===== config.mk =====
export PLATFORM = sky130hd
export DESIGN_NAME = mod23_word_accumulator
export DESIGN_NICKNAME = d
export VERILOG_FILES = /design/src/rtl/mod23_word_accumulator_pkg.sv /design/src/rtl/mod23_mac_reduce.sv /design/src/rtl/mod23_word_accumulator.sv
export SDC_FILE = /design/constraint.sdc
export NUM_CORES = 1
export LEC_CHECK = 0
export ABC_AREA = 1
export ABC_CLOCK_PERIOD_IN_PS = 11300
export CAP_MARGIN = 20
export CORE_MARGIN = 4
export CORE_UTILIZATION = 61
export CTS_CLUSTER_DIAMETER = 80
export DETAILED_ROUTE_END_ITERATION = 7
export PLACE_DENSITY = 0.82
export SLEW_MARGIN = 20
export SYNTH_ARGS = -nofsm -noshare
export SYNTH_HDL_FRONTEND = slang
export SYNTH_SLANG_ARGS = --single-unit
export TNS_END_PERCENT = 100

===== constraint.sdc =====
create_clock -name clk -period 11.3 [get_ports clk]
set_input_delay 2.26 -clock clk [delete_from_list [all_inputs] [get_ports clk]]
set_output_delay 2.26 -clock clk [all_outputs]
set_load 0.005 [all_outputs]

===== src/rtl/mod23_word_accumulator_pkg.sv =====
// Shared constants and FSM state type for the mod-23 residue datapath.
package mod23_word_accumulator_pkg;

  localparam int MODULUS     = 23;
  localparam int R_W         = 5;
  localparam int WORD_MUL_64 = 6;   // 2^64 mod MODULUS
  localparam int MAX_WORDS   = 16;
  localparam int CNT_W       = 5;
  localparam int SUM_W       = 8;   // holds 22*6+31 = 163

  typedef enum logic [1:0] {
    IDLE,
    ACCUM,
    HOLD
  } acc_state_t;

endpackage


===== src/rtl/mod23_mac_reduce.sv =====
// Combinational multiply-accumulate with modular reduction:
// res = (acc * WORD_MUL + r) mod MODULUS, no divider.
module mod23_mac_reduce
  import mod23_word_accumulator_pkg::*;
#(
  parameter int MOD_VAL  = MODULUS,
  parameter int RES_W    = R_W,
  parameter int MUL_VAL  = WORD_MUL_64,
  parameter int SUM_WID  = SUM_W
) (
  input  logic [RES_W-1:0] acc,
  input  logic [RES_W-1:0] r,
  output logic [RES_W-1:0] res
);

  localparam logic [SUM_WID-1:0] MUL_C = SUM_WID'(MUL_VAL);
  localparam logic [SUM_WID-1:0] M1    = SUM_WID'(MOD_VAL);
  localparam logic [SUM_WID-1:0] M2    = SUM_WID'(2 * MOD_VAL);
  localparam logic [SUM_WID-1:0] M4    = SUM_WID'(4 * MOD_VAL);

  logic [SUM_WID-1:0] s0, s1, s2, s3;

  // Product+sum, then three conditional subtractions (4M, 2M, M) narrow 0..163 to 0..M-1.
  always_comb begin
    s0  = SUM_WID'(acc) * MUL_C + SUM_WID'(r);
    s1  = (s0 >= M4) ? s0 - M4 : s0;
    s2  = (s1 >= M2) ? s1 - M2 : s1;
    s3  = (s2 >= M1) ? s2 - M1 : s2;
    res = RES_W'(s3);
  end

endmodule


===== src/rtl/mod23_word_accumulator.sv =====
// Folds a MSW-first stream of per-word mod-23 residues into the residue of a
// multi-word operand and presents it on a valid/ready handshake.
module mod23_word_accumulator
  import mod23_word_accumulator_pkg::*;
#(
  parameter int MODULUS_P   = MODULUS,
  parameter int R_W_P       = R_W,
  parameter int WORD_MUL    = WORD_MUL_64,
  parameter int MAX_WORDS_P = MAX_WORDS,
  parameter int CNT_W_P     = CNT_W
) (
  input  logic               clk,
  input  logic               rst_n,
  input  logic               res_valid,
  input  logic [R_W_P-1:0]   res_in,
  input  logic               res_last,
  output logic               out_valid,
  input  logic               out_ready,
  output logic [R_W_P-1:0]   acc_r,
  output logic [CNT_W_P-1:0] word_cnt,
  output logic               err_ovr,
  output logic               err_len,
  output logic               err_res
);

  localparam logic [R_W_P-1:0]   MOD_C = R_W_P'(MODULUS_P);
  localparam logic [CNT_W_P-1:0] MAX_C = CNT_W_P'(MAX_WORDS_P);

  acc_state_t         state, state_nx;
  logic [R_W_P-1:0]   mac_acc, mac_out, acc_nx;
  logic [CNT_W_P-1:0] cnt_nx;
  logic               valid_nx, ovr_set, len_set, res_set;

  // IDLE starts a fresh operand, so the shared MAC sees a zero accumulator there.
  assign mac_acc = (state == IDLE) ? '0 : acc_r;

  mod23_mac_reduce #(
    .MOD_VAL (MODULUS_P),
    .RES_W   (R_W_P),
    .MUL_VAL (WORD_MUL),
    .SUM_WID (SUM_W)
  ) u_mac (
    .acc (mac_acc),
    .r   (res_in),
    .res (mac_out)
  );

  // State register.
  always_ff @(posedge clk or negedge rst_n) begin
    if (!rst_n) state <= IDLE;
    else        state <= state_nx;
  end

  // Next-state, accumulator/counter updates and error detection.
  always_comb begin
    state_nx = state;
    acc_nx   = acc_r;
    cnt_nx   = word_cnt;
    valid_nx = out_valid;
    ovr_set  = 1'b0;
    len_set  = 1'b0;
    res_set  = res_valid && (res_in >= MOD_C);
    unique case (state)
      IDLE: begin
        if (res_valid) begin
          acc_nx = mac_out;
          cnt_nx = CNT_W_P'(1);
          if (res_last) begin
            valid_nx = 1'b1;
            state_nx = HOLD;
          end else begin
            state_nx = ACCUM;
          end
        end
      end
      ACCUM: begin
        if (res_valid) begin
          if (!res_last && (word_cnt == MAX_C)) begin
            // Over-length: drop this beat, publish what has been folded so far.
            len_set  = 1'b1;
            valid_nx = 1'b1;
            state_nx = HOLD;
          end else begin
            acc_nx = mac_out;
            cnt_nx = word_cnt + CNT_W_P'(1);
            if (res_last) begin
              valid_nx = 1'b1;
              state_nx = HOLD;
            end
          end
        end
      end
      HOLD: begin
        if (res_valid) ovr_set = 1'b1;
        if (out_ready) begin
          valid_nx = 1'b0;
          state_nx = IDLE;
        end
      end
      default: state_nx = IDLE;
    endcase
  end

  // Output, counter and sticky error registers.
  always_ff @(posedge clk or negedge rst_n) begin
    if (!rst_n) begin
      acc_r     <= '0;
      word_cnt  <= '0;
      out_valid <= 1'b0;
      err_ovr   <= 1'b0;
      err_len   <= 1'b0;
      err_res   <= 1'b0;
    end else begin
      acc_r     <= acc_nx;
      word_cnt  <= cnt_nx;
      out_valid <= valid_nx;
      err_ovr   <= err_ovr | ovr_set;
      err_len   <= err_len | len_set;
      err_res   <= err_res | res_set;
    end
  end

endmodule


==> flow_metrics.env, run 1 <==
export IMPL_holdPathStages=1
export IMPL_viasPerCell=5.30
export IMPL_finish_utilization_pct=74.2
export IMPL_fraction_of_layout_instances_using_a_drive_strength_above_1_pct=17.3
export IMPL_cts_resized_gates=0
export IMPL_cpPeakStageDelay_ns=0.43
export IMPL_global_route_wire_length_before_repair_um=7800
export IMPL_worstSkewPairLatency_ns=0.29
export IMPL_routed_wl_um=4510
export IMPL_end_kind="flip-flop"
export IMPL_final_critical_path_required_period_ns=5.69
export IMPL_syn_avg_cell_area_um2=7.10
export IMPL_die_h_um=65.2
export IMPL_ys_types=34
export IMPL_regToRegStartpoint="state[0]$_DFFE_PN0P_"
export IMPL_synth_sequential_area_ratio_pct=20.1
export IMPL_drt_pre_antenna_iters=4
export IMPL_cts_buffers_inserted=3
export IMPL_postCtsSetupBuffers=0
export IMPL_worst_r2r_cell_count=29
export IMPL_cpLargestDelayFamily="simple AND/OR/NAND/NOR gates"
export IMPL_rows=20
export IMPL_post_route_period_util_pct=50.4
export IMPL_grt_antenna_before_repair=0
export IMPL_fmax_mhz=176
export IMPL_unrepaired_setup_endpoints_after_global_routing="false"
export IMPL_route_detailed_wl_per_inst_um=12.8
export IMPL_tightestPinTransition_ns=0.734
export IMPL_cts_root_buffer="sky130_fd_sc_hd__clkbuf_4"
export IMPL_ant_nets=0
export IMPL_r2r_setup_slack_ns=6.43
export IMPL_post_detailed_route_drc_marker_count=0
export IMPL_slew_viol_final=0
export IMPL_layout_filler_cells=268
export IMPL_finalNetCount=338
export IMPL_globalplace_congestion=0.871
export IMPL_hold_slack_ns=0.491
export IMPL_clk_path_buf_depth=2
export IMPL_finClkSkew_ns=0.00439
export IMPL_hold_path_startpoint="err_len$_DFF_PN0_"
export IMPL_antenna_diode_count=0
export IMPL_syn_to_final_growth_pct=15.4
export IMPL_synthesis_instances=281
export IMPL_drt_iter0_markers=130
export IMPL_dp_final_hpwl_um=3760
export IMPL_grt_pass1_vias=1763
export IMPL_asyncSetResetFlopFracSynth_pct=100
export IMPL_floorplan_core_area_um2=3100
export IMPL_worstPathRequired_ns=11.48
export IMPL_io_buf_count=23
export IMPL_cap_violations=0
export IMPL_count_of_flip_flops_with_a_built_in_enable_after_synthesis=0
export IMPL_clk_sinks=16
export IMPL_critical_path_peak_fanout=6
export IMPL_grt_total_usage_pct=23.1
export IMPL_routed_via_count=1860
export IMPL_maximum_number_of_pins_on_one_net_before_global_route_repair=17
export IMPL_starting_density_pct=64.3
export IMPL_run_status="finished clean"
export IMPL_cts_htree_levels=1
export IMPL_fin_tns_setup_ns=0
export IMPL_setup_violations=0
export IMPL_kind_of_critical_path="in -> reg"
export IMPL_ys_flop_type="sky130_fd_sc_hd__dfrtp_1"
export IMPL_top_level_ports=24
export IMPL_globalRoute_totalOverflow=0
export IMPL_flops_latches_synth=16
export IMPL_clk_transition_reported_paths_ns=0.09
export IMPL_tightest_hold_check_type="reg -> reg"
export IMPL_cts_hold_buffers_added=0
export IMPL_syn_nets=310
export IMPL_yosysWarningCount=0
export IMPL_rr_endpoint="acc_r[3]$_DFFE_PN0P_"
export IMPL_critical_path_n_buffers_inverters=2
export IMPL_worstSetupStartpointType="primary input"
export IMPL_arrival_time_at_the_worst_endpoint_ns=5.87
export IMPL_whs_endpoint="err_len$_DFF_PN0_"
export IMPL_cell_area_synth_um2=1990
export IMPL_cpMaxStageDelayCell="sky130_fd_sc_hd__clkdlybuf4s50_1"
export IMPL_die_area_um2=4250
export IMPL_worst_slew_margin_rel_pct=50.9
export IMPL_cts_tree="built"
export IMPL_report_final_hold_viol_count=0
export IMPL_die_x_um=65.2
## layout make-up
class / count / area [µm²] / share of cell area [%]
Sequential cell: 16 / 400 / 17.4
Inverter: 48 / 180 / 7.83
Tap cell: 44 / 55.1 / 2.39
Clock buffer: 3 / 22.5 / 0.978
Timing Repair Buffer: 23 / 230 / 10.0
Multi-Input combinational cell: 217 / 1410 / 61.4
## how the worst max path moves through the flow
stage	from	to	slack [ns]	cells after the start
global route	res_in[1]	acc_r[3]$_DFFE_PN0P_	5.31	25
CTS	res_in[1]	acc_r[3]$_DFFE_PN0P_	5.63	25
detailed placement	res_in[1]	acc_r[3]$_DFFE_PN0P_	5.35	25
finish	res_in[1]	acc_r[3]$_DFFE_PN0P_	5.61	25
floorplan	res_in[1]	acc_r[3]$_DFFE_PN0P_	6.20	26
global placement	res_in[1]	acc_r[3]$_DFFE_PN0P_	5.47	25
## synth_stat cells (2+ instances only)
cell type                   n  area (µm²)
sky130_fd_sc_hd__nand2_1   68         255
sky130_fd_sc_hd__inv_1     45         169
sky130_fd_sc_hd__nand3_1   24         120
sky130_fd_sc_hd__nand2_2   20         125
sky130_fd_sc_hd__ha_1      17         213
sky130_fd_sc_hd__dfrtp_1   16         400
sky130_fd_sc_hd__nand4_1   10        62.6
sky130_fd_sc_hd__a21oi_1    8        40.0
sky130_fd_sc_hd__nand2_4    8        90.1
sky130_fd_sc_hd__nor2_1     8        30.0
sky130_fd_sc_hd__nand3_2    6        60.1
sky130_fd_sc_hd__o21ai_0    5        25.0
sky130_fd_sc_hd__o21bai_1   5        37.5
sky130_fd_sc_hd__xor2_1     5        43.8
sky130_fd_sc_hd__nor3_1     4        20.0
sky130_fd_sc_hd__a21oi_2    3        26.3
sky130_fd_sc_hd__nor2_4     3        33.8
sky130_fd_sc_hd__a21oi_4    2        32.5
sky130_fd_sc_hd__a31o_2     2        17.5
sky130_fd_sc_hd__a31oi_1    2        12.5
sky130_fd_sc_hd__fa_1       2        40.0
sky130_fd_sc_hd__inv_2      2        7.51
sky130_fd_sc_hd__nand3b_1   2        15.0
sky130_fd_sc_hd__nor3b_1    2        15.0
sky130_fd_sc_hd__o21ai_1    2        10.0
sky130_fd_sc_hd__xnor2_1    2        17.5
## layout by cell type, fill, tap and decap left out, drive strengths merged, types with 3 or more instances in the layout
cell type,n
o21ai,8
o21bai,5
nand2,96
nor3,4
a21oi,13
nand4,10
dfrtp,16
nand3,31
clkbuf,3
ha,17
nor2,12
clkdlybuf4s50,23
xor2,5
inv,47
## per-layer routing
metal	share of wire, %	wire [µm]	GRT usage, %
met5	0	0	0
met4	1.8	81	6.22
met3	1.8	81	3.42
met2	47	2140	37.7
met1	49	2210	31.8
## registers in the layout, summed over array words and instances, names as in the netlist
| name | flops |
|---|---|
| acc_r | 5 |
| err_len | 1 |
| err_ovr | 1 |
| err_res | 1 |
| out_valid | 1 |
| state | 2 |
| word_cnt | 5 |
## stage by stage
stage               instance area [µm²]  setup slack, ns  std cells
floorplan                          1990             6.20        281
global placement                   2280             5.47        348
detailed placement                 2280             5.35        348
CTS                                2300             5.63        351
global route                       2300             5.31        351
finish                             2300             5.61        351
## cells by family after synthesis
family / synth area share, %
AND/OR/NAND/NOR: 43.0
XOR/XNOR: 3.07
flip-flops: 20.1
adder cells (fa/ha/maj): 12.7
AO/OA/AOI/OAI: 12.2
buffers and inverters: 9.03
## worst reg2reg max path: cells and delay by family, from the launching register on
family                   cells  cell delay (ns)
AND/OR/NAND/NOR             20             2.03
AO/OA/AOI/OAI                2             0.33
buffers and inverters        1             0.08
flip-flops                   1             0.40
XOR/XNOR                     1             0.36
adder cells (fa/ha/maj)      5             1.56
Power of run 1 is left out: the tool's default activity adds up to more than one toggle a clock period on the data nets, which glitch-free logic cannot reach.
==> run 2, diff against run 1 <==
--- a/config.mk
+++ b/config.mk
@@ -6,13 +6,13 @@
 export NUM_CORES = 1
 export LEC_CHECK = 0
 export ABC_AREA = 1
-export ABC_CLOCK_PERIOD_IN_PS = 11300
+export ABC_CLOCK_PERIOD_IN_PS = 5200
 export CAP_MARGIN = 20
 export CORE_MARGIN = 4
-export CORE_UTILIZATION = 61
+export CORE_UTILIZATION = 51
 export CTS_CLUSTER_DIAMETER = 80
 export DETAILED_ROUTE_END_ITERATION = 7
-export PLACE_DENSITY = 0.82
+export PLACE_DENSITY = 0.73
 export SLEW_MARGIN = 20
 export SYNTH_ARGS = -nofsm -noshare
 export SYNTH_HDL_FRONTEND = slang
==> constraint.sdc (replaced) <==
create_clock -name clk -period 5.2 [get_ports clk]
set_input_delay 1.04 -clock clk [delete_from_list [all_inputs] [get_ports clk]]
set_output_delay 1.04 -clock clk [all_outputs]
set_load 0.005 [all_outputs]
==> flow_metrics.env, run 2 (same netlist as run 1, synthesis figures left out) <==
export IMPL_drt_iter0_markers=108
export IMPL_globalplace_congestion=0.846
export IMPL_route_detailed_wl_per_inst_um=11.8
export IMPL_clk_sinks=16
export IMPL_routed_via_count=1795
export IMPL_preCtsSetupSlack_ns=0.573
export IMPL_r2r_setup_slack_ns=0.55
export IMPL_regToRegStartpoint="state[1]$_DFFE_PN0P_"
export IMPL_grtUsageMet1_pct=26.8
export IMPL_cts_tree="built"
export IMPL_globalRoute_totalOverflow=0
export IMPL_cap_violations=0
export IMPL_cts_resized_gates=0
export IMPL_setup_violations=0
export IMPL_report_final_hold_viol_count=0
export IMPL_postCtsSetupBuffers=0
export IMPL_finish_utilization_pct=63.0
export IMPL_setup_worst_path_start="state[1]$_DFFE_PN0P_"
export IMPL_floorplan_core_area_um2=3720
export IMPL_post_detailed_route_drc_marker_count=0
export IMPL_met3_usage_pct=2.98
export IMPL_worst_slew_margin_rel_pct=49.5
export IMPL_routed_wl_um=4210
export IMPL_worst_path_most_repeated_cell="sky130_fd_sc_hd__nand2_1"
export IMPL_die_x_um=70.5
export IMPL_viasPerCell=5.04
export IMPL_multiInputGateArea_um2=1410
export IMPL_grt_busiest_layer="met2"
export IMPL_layout_filler_cells=342
export IMPL_worstSetupStartpointType="flip-flop"
export IMPL_top_level_ports=24
export IMPL_fin_cells=356
export IMPL_fin_tns_setup_ns=0
export IMPL_cts_hold_buffers_added=0
export IMPL_fmax_mhz=215
export IMPL_run_status="finished clean"
export IMPL_final_critical_path_setup_slack_ns=0.547
export IMPL_kind_of_critical_path="reg -> reg"
export IMPL_worstPathRequired_ns=5.35
export IMPL_final_critical_path_required_period_ns=4.65
export IMPL_global_route_wire_length_before_repair_um=7490
export IMPL_fraction_of_layout_instances_using_a_drive_strength_above_1_pct=17.5
export IMPL_cpPeakStageDelay_ns=0.42
export IMPL_globalRouteMet2Util_pct=28.3
export IMPL_unrepaired_setup_endpoints_after_global_routing="false"
export IMPL_finClkSkew_ns=0.00673
export IMPL_die_area_um2=4980
export IMPL_cts_root_buffer="sky130_fd_sc_hd__clkbuf_8"
export IMPL_syn_to_final_growth_pct=17.3
export IMPL_starting_density_pct=53.7
export IMPL_clk_transition_reported_paths_ns=0.07
export IMPL_reg_largest_list="acc_r x5, word_cnt x5, state x2"
export IMPL_maximum_number_of_pins_on_one_net_before_global_route_repair=17
export IMPL_cts_buffers_inserted=3
export IMPL_layout_cells_most_common="sky130_fd_sc_hd__nand2_1"
export IMPL_ant_nets=0
export IMPL_post_route_period_util_pct=89.5
export IMPL_cts_htree_levels=1
export IMPL_die_h_um=70.5
export IMPL_grt_pass1_vias=1653
export IMPL_slew_viol_final=0
export IMPL_rr_endpoint="acc_r[3]$_DFFE_PN0P_"
export IMPL_final_cell_mix="sky130_fd_sc_hd__nand2_1, sky130_fd_sc_hd__inv_1, sky130_fd_sc_hd__nand3_1, sky130_fd_sc_hd__clkdlybuf4s50_1, sky130_fd_sc_hd__nand2_2"
export IMPL_drt_pre_antenna_iters=4
export IMPL_rows=22
export IMPL_clk_path_buf_depth=2
export IMPL_grt_total_usage_pct=18.1
export IMPL_worst_r2r_cell_count=33
export IMPL_antenna_diode_count=0
export IMPL_worstSkewPairLatency_ns=0.26
export IMPL_cpMaxStageDelayCell="sky130_fd_sc_hd__fa_1"
export IMPL_end_kind="flip-flop"
export IMPL_dp_final_hpwl_um=3530
export IMPL_tightestPinTransition_ns=0.756
export IMPL_hold_path_startpoint="err_len$_DFF_PN0_"
export IMPL_tightest_hold_check_type="reg -> reg"
export IMPL_grt_antenna_before_repair=0
export IMPL_finalNetCount=338
export IMPL_arrival_time_at_the_worst_endpoint_ns=4.80
export IMPL_critical_path_endpoint="acc_r[3]$_DFFE_PN0P_"
export IMPL_io_buf_count=23
export IMPL_place_detailed_instances=352
export IMPL_critical_path_peak_fanout=6
export IMPL_layout_area_seq_um2=400
==> run 2: stage by stage <==
| stage | hold WS [ns] | area (µm²) |
|---|---|---|
| 3_3_place_gp | 0.464 | 2280 |
| 4_1_cts | 0.482 | 2340 |
| 2_1_floorplan | 0.466 | 1990 |
| 3_5_place_dp | 0.467 | 2280 |
| 6_report | 0.475 | 2340 |
| 5_1_grt | 0.500 | 2340 |
==> run 2: final cells by class <==
type	count	share of cell area, %
clock buffers	4	2.35
well taps	48	2.57
flip-flops and latches	16	17.1
multi-input cells	217	60.4
inverters	48	7.70
repair buffers	23	9.84
==> run 2: routing by layer <==
metal,wire [µm],vias to the layer above
met3,101,2
met2,1860,24
met5,0,-
met1,2240,800
met4,15,0
li1,-,969
==> run 2: worst min path at each step <==
| stage | to | slack [ns] | depth (start not counted) |
|---|---|---|---|
| CTS | err_len$_DFF_PN0_ | 0.48 | 1 |
| global placement | err_len$_DFF_PN0_ | 0.46 | 1 |
| detailed placement | err_len$_DFF_PN0_ | 0.47 | 1 |
| floorplan | err_res$_DFF_PN0_ | 0.47 | 1 |
| finish | err_len$_DFF_PN0_ | 0.47 | 1 |
| global route | err_len$_DFF_PN0_ | 0.50 | 1 |
==> run 2: worst max-delay path, delay by kind of cell (launching register included) <==
kind / cells / cell delay [ns]
buf+inv: 3 / 0.34
simple gates: 23 / 1.91
xor+xnor: 1 / 0.17
flops: 1 / 0.41
fa+ha+maj: 5 / 1.49
compound gates: 1 / 0.23
Power of run 2 is left out for the same reason.
